### config.mk
export PLATFORM = sky130hd
export DESIGN_NAME = fetch_sequencer
export DESIGN_NICKNAME = d
export VERILOG_FILES = /design/src/rtl/fetch_pkg.sv /design/src/rtl/fetch_fifo.sv /design/src/rtl/fetch_sequencer.sv
export SDC_FILE = /design/constraint.sdc
export NUM_CORES = 1
export LEC_CHECK = 0
export CAP_MARGIN = 20
export CORE_ASPECT_RATIO = 0.7
export CORE_MARGIN = 4
export CORE_UTILIZATION = 41
export CTS_CLUSTER_DIAMETER = 120
export CTS_CLUSTER_SIZE = 14
export DETAILED_ROUTE_END_ITERATION = 12
export HOLD_SLACK_MARGIN = 0.06
export SLEW_MARGIN = 0
export SYNTH_ARGS = -nofsm -noshare
export SYNTH_HDL_FRONTEND = slang
export SYNTH_SLANG_ARGS = --single-unit
export TNS_END_PERCENT = 30
### constraint.sdc
create_clock -name clk -period 2.8 [get_ports clk]
set_input_delay 0.56 -clock clk [delete_from_list [all_inputs] [get_ports clk]]
set_output_delay 0.56 -clock clk [all_outputs]
set_load 0.1 [all_outputs]
### src/rtl/fetch_pkg.sv
// Shared types and constants for the instruction fetch front end.
package fetch_pkg;

  localparam int X_LENGTH = 32;

  localparam logic [X_LENGTH-1:0] NOP_INSTR = 32'h0000_0013;
  localparam logic [X_LENGTH-1:0] PC_STEP   = 32'd4;

  typedef struct packed {
    logic [X_LENGTH-1:0] pc;
    logic [X_LENGTH-1:0] instruction;
  } fetch_entry_t;

  // Word-align an address by clearing the two byte-offset bits.
  function automatic logic [X_LENGTH-1:0] align_pc(input logic [X_LENGTH-1:0] addr);
    return {addr[X_LENGTH-1:2], 2'b00};
  endfunction

endpackage

### src/rtl/fetch_fifo.sv
// Synchronous FIFO of fetch entries with a single-cycle flush.
// DEPTH must be a power of two so the pointers wrap naturally.
module fetch_fifo
  import fetch_pkg::*;
#(
  parameter  int DEPTH = 4,
  localparam int PTR_W = $clog2(DEPTH),
  localparam int CNT_W = PTR_W + 1
) (
  input  logic              clk,
  input  logic              rst,
  input  logic              flush,
  input  logic              push,
  input  fetch_entry_t      push_data,
  input  logic              pop,
  output fetch_entry_t      head_data,
  output logic [CNT_W-1:0]  count,
  output logic              empty,
  output logic              full
);

  logic [PTR_W-1:0] wr_ptr_q, wr_ptr_d;
  logic [PTR_W-1:0] rd_ptr_q, rd_ptr_d;
  logic [CNT_W-1:0] count_q, count_d;
  fetch_entry_t     mem_q [DEPTH];
  fetch_entry_t     mem_d [DEPTH];

  logic do_push;
  logic do_pop;

  assign empty     = (count_q == '0);
  assign full      = (count_q == CNT_W'(DEPTH));
  assign count     = count_q;
  assign head_data = mem_q[rd_ptr_q];

  assign do_pop  = pop && !empty;
  assign do_push = push && (!full || do_pop);

  // Next-state for storage, pointers and count; flush overrides everything.
  always_comb begin
    mem_d    = mem_q;
    wr_ptr_d = wr_ptr_q;
    rd_ptr_d = rd_ptr_q;
    count_d  = count_q;
    if (flush) begin
      wr_ptr_d = '0;
      rd_ptr_d = '0;
      count_d  = '0;
    end else begin
      if (do_push) begin
        mem_d[wr_ptr_q] = push_data;
        wr_ptr_d        = wr_ptr_q + 1'b1;
      end
      if (do_pop) begin
        rd_ptr_d = rd_ptr_q + 1'b1;
      end
      count_d = count_q + CNT_W'(do_push) - CNT_W'(do_pop);
    end
  end

  // Pointer and count registers, cleared by reset.
  always_ff @(posedge clk) begin
    if (rst) begin
      wr_ptr_q <= '0;
      rd_ptr_q <= '0;
      count_q  <= '0;
    end else begin
      wr_ptr_q <= wr_ptr_d;
      rd_ptr_q <= rd_ptr_d;
      count_q  <= count_d;
    end
  end

  // Entry storage; contents are don't-care while the count says empty.
  always_ff @(posedge clk) begin
    mem_q <= mem_d;
  end

endmodule

### src/rtl/fetch_sequencer.sv
// Fetch front end: owns the PC, pairs ROM words with their PC, queues
// them toward decode and applies redirects from execute.
// QUEUE_DEPTH must be a power of two and at least 2.
module fetch_sequencer
  import fetch_pkg::*;
#(
  parameter  logic [X_LENGTH-1:0] RESET_VECTOR = 32'h0000_0000,
  parameter  int                  QUEUE_DEPTH  = 4,
  localparam int                  CNT_W        = $clog2(QUEUE_DEPTH) + 1
) (
  input  logic                clk,
  input  logic                rst,
  output logic [X_LENGTH-1:0] pc,
  input  logic [X_LENGTH-1:0] instruction,
  input  logic                redirect_valid,
  input  logic [X_LENGTH-1:0] redirect_pc,
  output logic                out_valid,
  input  logic                out_ready,
  output logic [X_LENGTH-1:0] out_pc,
  output logic [X_LENGTH-1:0] out_instruction,
  output logic [CNT_W-1:0]    occupancy
);

  logic [X_LENGTH-1:0] pc_q, pc_d;
  logic                inflight_q, inflight_d;
  logic [X_LENGTH-1:0] inflight_pc_q, inflight_pc_d;

  logic [CNT_W-1:0] fifo_count;
  logic             fifo_empty;
  logic             fifo_full;
  fetch_entry_t     fifo_head;
  fetch_entry_t     capture_entry;

  logic [CNT_W-1:0] credits_used;
  logic             issue;
  logic             capture;
  logic             consume;

  // A slot is reserved for every outstanding fetch, so a returning word
  // always finds room in the queue.
  assign credits_used = fifo_count + CNT_W'(inflight_q);
  assign issue        = !redirect_valid && (credits_used < CNT_W'(QUEUE_DEPTH));
  assign capture      = inflight_q && !redirect_valid;
  assign consume      = out_valid && out_ready && !redirect_valid;

  assign capture_entry.pc          = inflight_pc_q;
  assign capture_entry.instruction = instruction;

  fetch_fifo #(
    .DEPTH (QUEUE_DEPTH)
  ) u_fifo (
    .clk       (clk),
    .rst       (rst),
    .flush     (redirect_valid),
    .push      (capture),
    .push_data (capture_entry),
    .pop       (consume),
    .head_data (fifo_head),
    .count     (fifo_count),
    .empty     (fifo_empty),
    .full      (fifo_full)
  );

  // Outputs come straight from registers; an empty queue presents a NOP at PC 0.
  assign pc              = pc_q;
  assign out_valid       = !fifo_empty;
  assign out_pc          = fifo_empty ? '0 : fifo_head.pc;
  assign out_instruction = fifo_empty ? NOP_INSTR : fifo_head.instruction;
  assign occupancy       = fifo_count;

  // PC and in-flight tracking; a redirect discards the pending word and
  // restarts at the aligned target without issuing in the same cycle.
  always_comb begin
    pc_d          = pc_q;
    inflight_d    = 1'b0;
    inflight_pc_d = inflight_pc_q;
    if (redirect_valid) begin
      pc_d = align_pc(redirect_pc);
    end else if (issue) begin
      pc_d          = pc_q + PC_STEP;
      inflight_d    = 1'b1;
      inflight_pc_d = pc_q;
    end
  end

  // PC and in-flight registers with synchronous reset.
  always_ff @(posedge clk) begin
    if (rst) begin
      pc_q          <= RESET_VECTOR;
      inflight_q    <= 1'b0;
      inflight_pc_q <= '0;
    end else begin
      pc_q          <= pc_d;
      inflight_q    <= inflight_d;
      inflight_pc_q <= inflight_pc_d;
    end
  end

endmodule
==> out/summary.txt <==
Gr usage total = 16.68%
Synth cell types = 42
Critical path arrival = 2.19 ns
Worst Setup End Kind = primary output
Most numerous cell in the Yosys netlist = edfxtp_1
Layout Skew = 0.009159 ns
Share of the yosys chip area belonging to registers = 70.32%
Grt ovf = 0
Post-synth EDFFs = 248
Clk Latency, worst-skew pair = 0.53 ns
Multi-input logic area = 0.003701 mm2
Share of cells above drive strength 1 = 32.13%
Synth area leaders = edfxtp_1, mux4_2, dfxtp_1, nor2b_1, nand2_1
Critical path class = flip-flop to primary output
Synth warn = 0
FP Rows = 53
Root Driver = clkbuf_16
Top-area cell type share of the netlist area = 59.45%
# diodes = 0
DR iter-0 viols = 404
Vias in the first global route = 7388
VDD IR max = 412.1 uV
Post-placement setup slack = 0.2004 ns
Top cell type by total area after synthesis = edfxtp_1
Core area = 0.03004 mm2
Via Count = 7218
Outcome = finished, final reports clean
Per-cell routed wire length = 20.19 um
HP Class = primary input to flip-flop
Pin count of the biggest net entering global routing = 61
First-pass GRT wire length = 43.94 mm
Post-route DRC = 0
Avg Vias per Cell = 5.126
Post-route insts no fill = 1408
Routability Congestion = 0.7791
Synth Cell Area = 0.01253 mm2
Slew @ Worst Pin = 0.7104 ns
Starting density of the core = 41.70%
FF+latch count, synth = 316
Post-synth top flop = edfxtp_1
Max Cap Viol = 0
Dpl cells = 1347
Post-Route Utilization = 55.43%
Crit path time final = 2.747 ns
Detailed placement HPWL = 17.78 mm
Sequential Area = 0.008818 mm2
Slew headroom = 52.41%
Max Fclk = 364.0 MHz
Crit path launch type = flip-flop
Net count reported at finish = 1052
Initial antenna violation count = 0
FILL cells = 2423
Synthesized netlist cell count = 786
Port Buffer Count = 161
Slew Viols, Final = 0
Worst EP required = 2.24 ns
Slack of the critical path = 0.05256 ns
Routed wire length = 28.43 mm
RSZ-0062 raised after global routing = true
CP Max Fanout = 8
Clk buf depth = 3
Full die area = 0.03346 mm2
Final hold violations = 0
CTS tree = built
Sink Count = 316
Num ports = 168
Initial DRT Pass Iterations = 4
CTS buffer count = 26
Crit share post-route = 98.12%
Final ANT Viol Nets = 0
Pwr Density = 583.6 mW/mm2
Area added between synthesis and finish = 32.93%
Clk slew on worst S/H paths = 0.06 ns
H-tree depth = 1
Asr flop ratio synth = 0%
Setup-failing EPs final = 0
Synthesized area per cell = 15.94 um2
Cell leakage power = 5.351 nW
Width of the die = 216.9 um
Top cells by count, synth = edfxtp_1, nand2_1, dfxtp_1
Die height = 154.2 um
Flop2flop setup slack = 0.52 ns
[stage by stage]
step / power (mW) / setup TNS (ns) / hold WS [ns] / cell area [um2]
2_1_floorplan: 6.019 / -10.48 / 0.4600 / 12740
3_3_place_gp: 6.438 / 0 / 0.4870 / 15650
3_5_place_dp: 6.444 / 0 / 0.4907 / 15650
4_1_cts: 9.837 / -0.08121 / 0.4364 / 16550
5_1_grt: 10.09 / -0.2065 / 0.4657 / 16650
6_report: 9.718 / 0 / 0.4628 / 16650
[worst paths after layout]
kind                            cells past startpoint          startpoint                  end
worst max-delay path                                5  u_fifo.rd_ptr_q[0]  out_instruction[18]
worst min-delay path                                3                 rst      u_fifo.count[1]
worst max register to register                      6               pc[7]               pc[21]
worst min register to register                      2   inflight_pc_q[19]    inflight_pc_q[19]
[flip-flops by register name (all words and copies together) (netlist names)]
register and count:
inflight_pc_q 30, pc 30, u_fifo.rd_ptr_q 2, u_fifo.count 3, u_fifo.mem_q 248, u_fifo.wr_ptr_q 2, inflight_q 1
[layer usage]
metal  part of all wire, %  GRT usage, %
met4                   1.4         2.875
met5                     0             0
met2                    46         26.73
met1                    48         24.82
met3                   4.0         2.592
[logic make-up (layout without fill, tap and decap cells)]
group           after synthesis  after routing  share of synthesized area, %
compound gates               72             72                         3.576
xor+xnor                     32             32                         2.238
fa+ha+maj                     8              8                        0.8590
buf+inv                      65            272                         2.208
flops                       316            316                         70.32
mux                          64             64                         11.32
other cells                   1              4                       0.02994
simple gates                228            228                         9.449
[cells in the final DEF, fill, tap and decap left out, types with 9 or more instances in the layout]
master	netlist	layout
edfxtp_1	248	248
buf_12	0	78
nand2_1	76	76
dfxtp_1	68	64
clkdlybuf4s50_1	0	64
mux4_2	62	62
buf_4	4	61
nor2b_2	0	45
a21oi_1	38	38
nor2_1	31	30
clkbuf_16	0	28
xnor2_1	28	27
clkbuf_1	35	20
a211oi_1	15	15
inv_1	15	14
nor2b_4	0	14
nand3_1	11	11
nor4_1	9	9
nor3_1	10	9
[area by class of cell]
type	instances	area share, %
clock buffers	47	4.509
clock inverters	1	0.05260
inverters	15	0.3381
multi-input cells	408	22.23
flip-flops and latches	316	52.96
well taps	412	3.096
repair buffers	209	16.82
[where the power goes]
group / leakage (nW) / internal [mW] / switching (mW)
logic: 2.28 / 0.381 / 0.736
registers: 2.71 / 5.14 / 0.0891
clock network: 0.360 / 1.81 / 1.57
[critical path, stage by stage (launching register included)]
cell and delay (ns):
dfxtp_4 0.46, buf_12 0.15, clkbuf_16 0.18, mux4_2 0.49, nor2b_2 0.18, buf_12 0.19
[repair_timing]
action | in CTS | in global routing
gates cloned | 2 | 1
buffers inserted | 4 | 6
hold buffers | 0 | 0
gates resized for setup | 6 | 4
endpoints found under the setup margin | 37 | 35
Power figures use the tool's default switching activity.
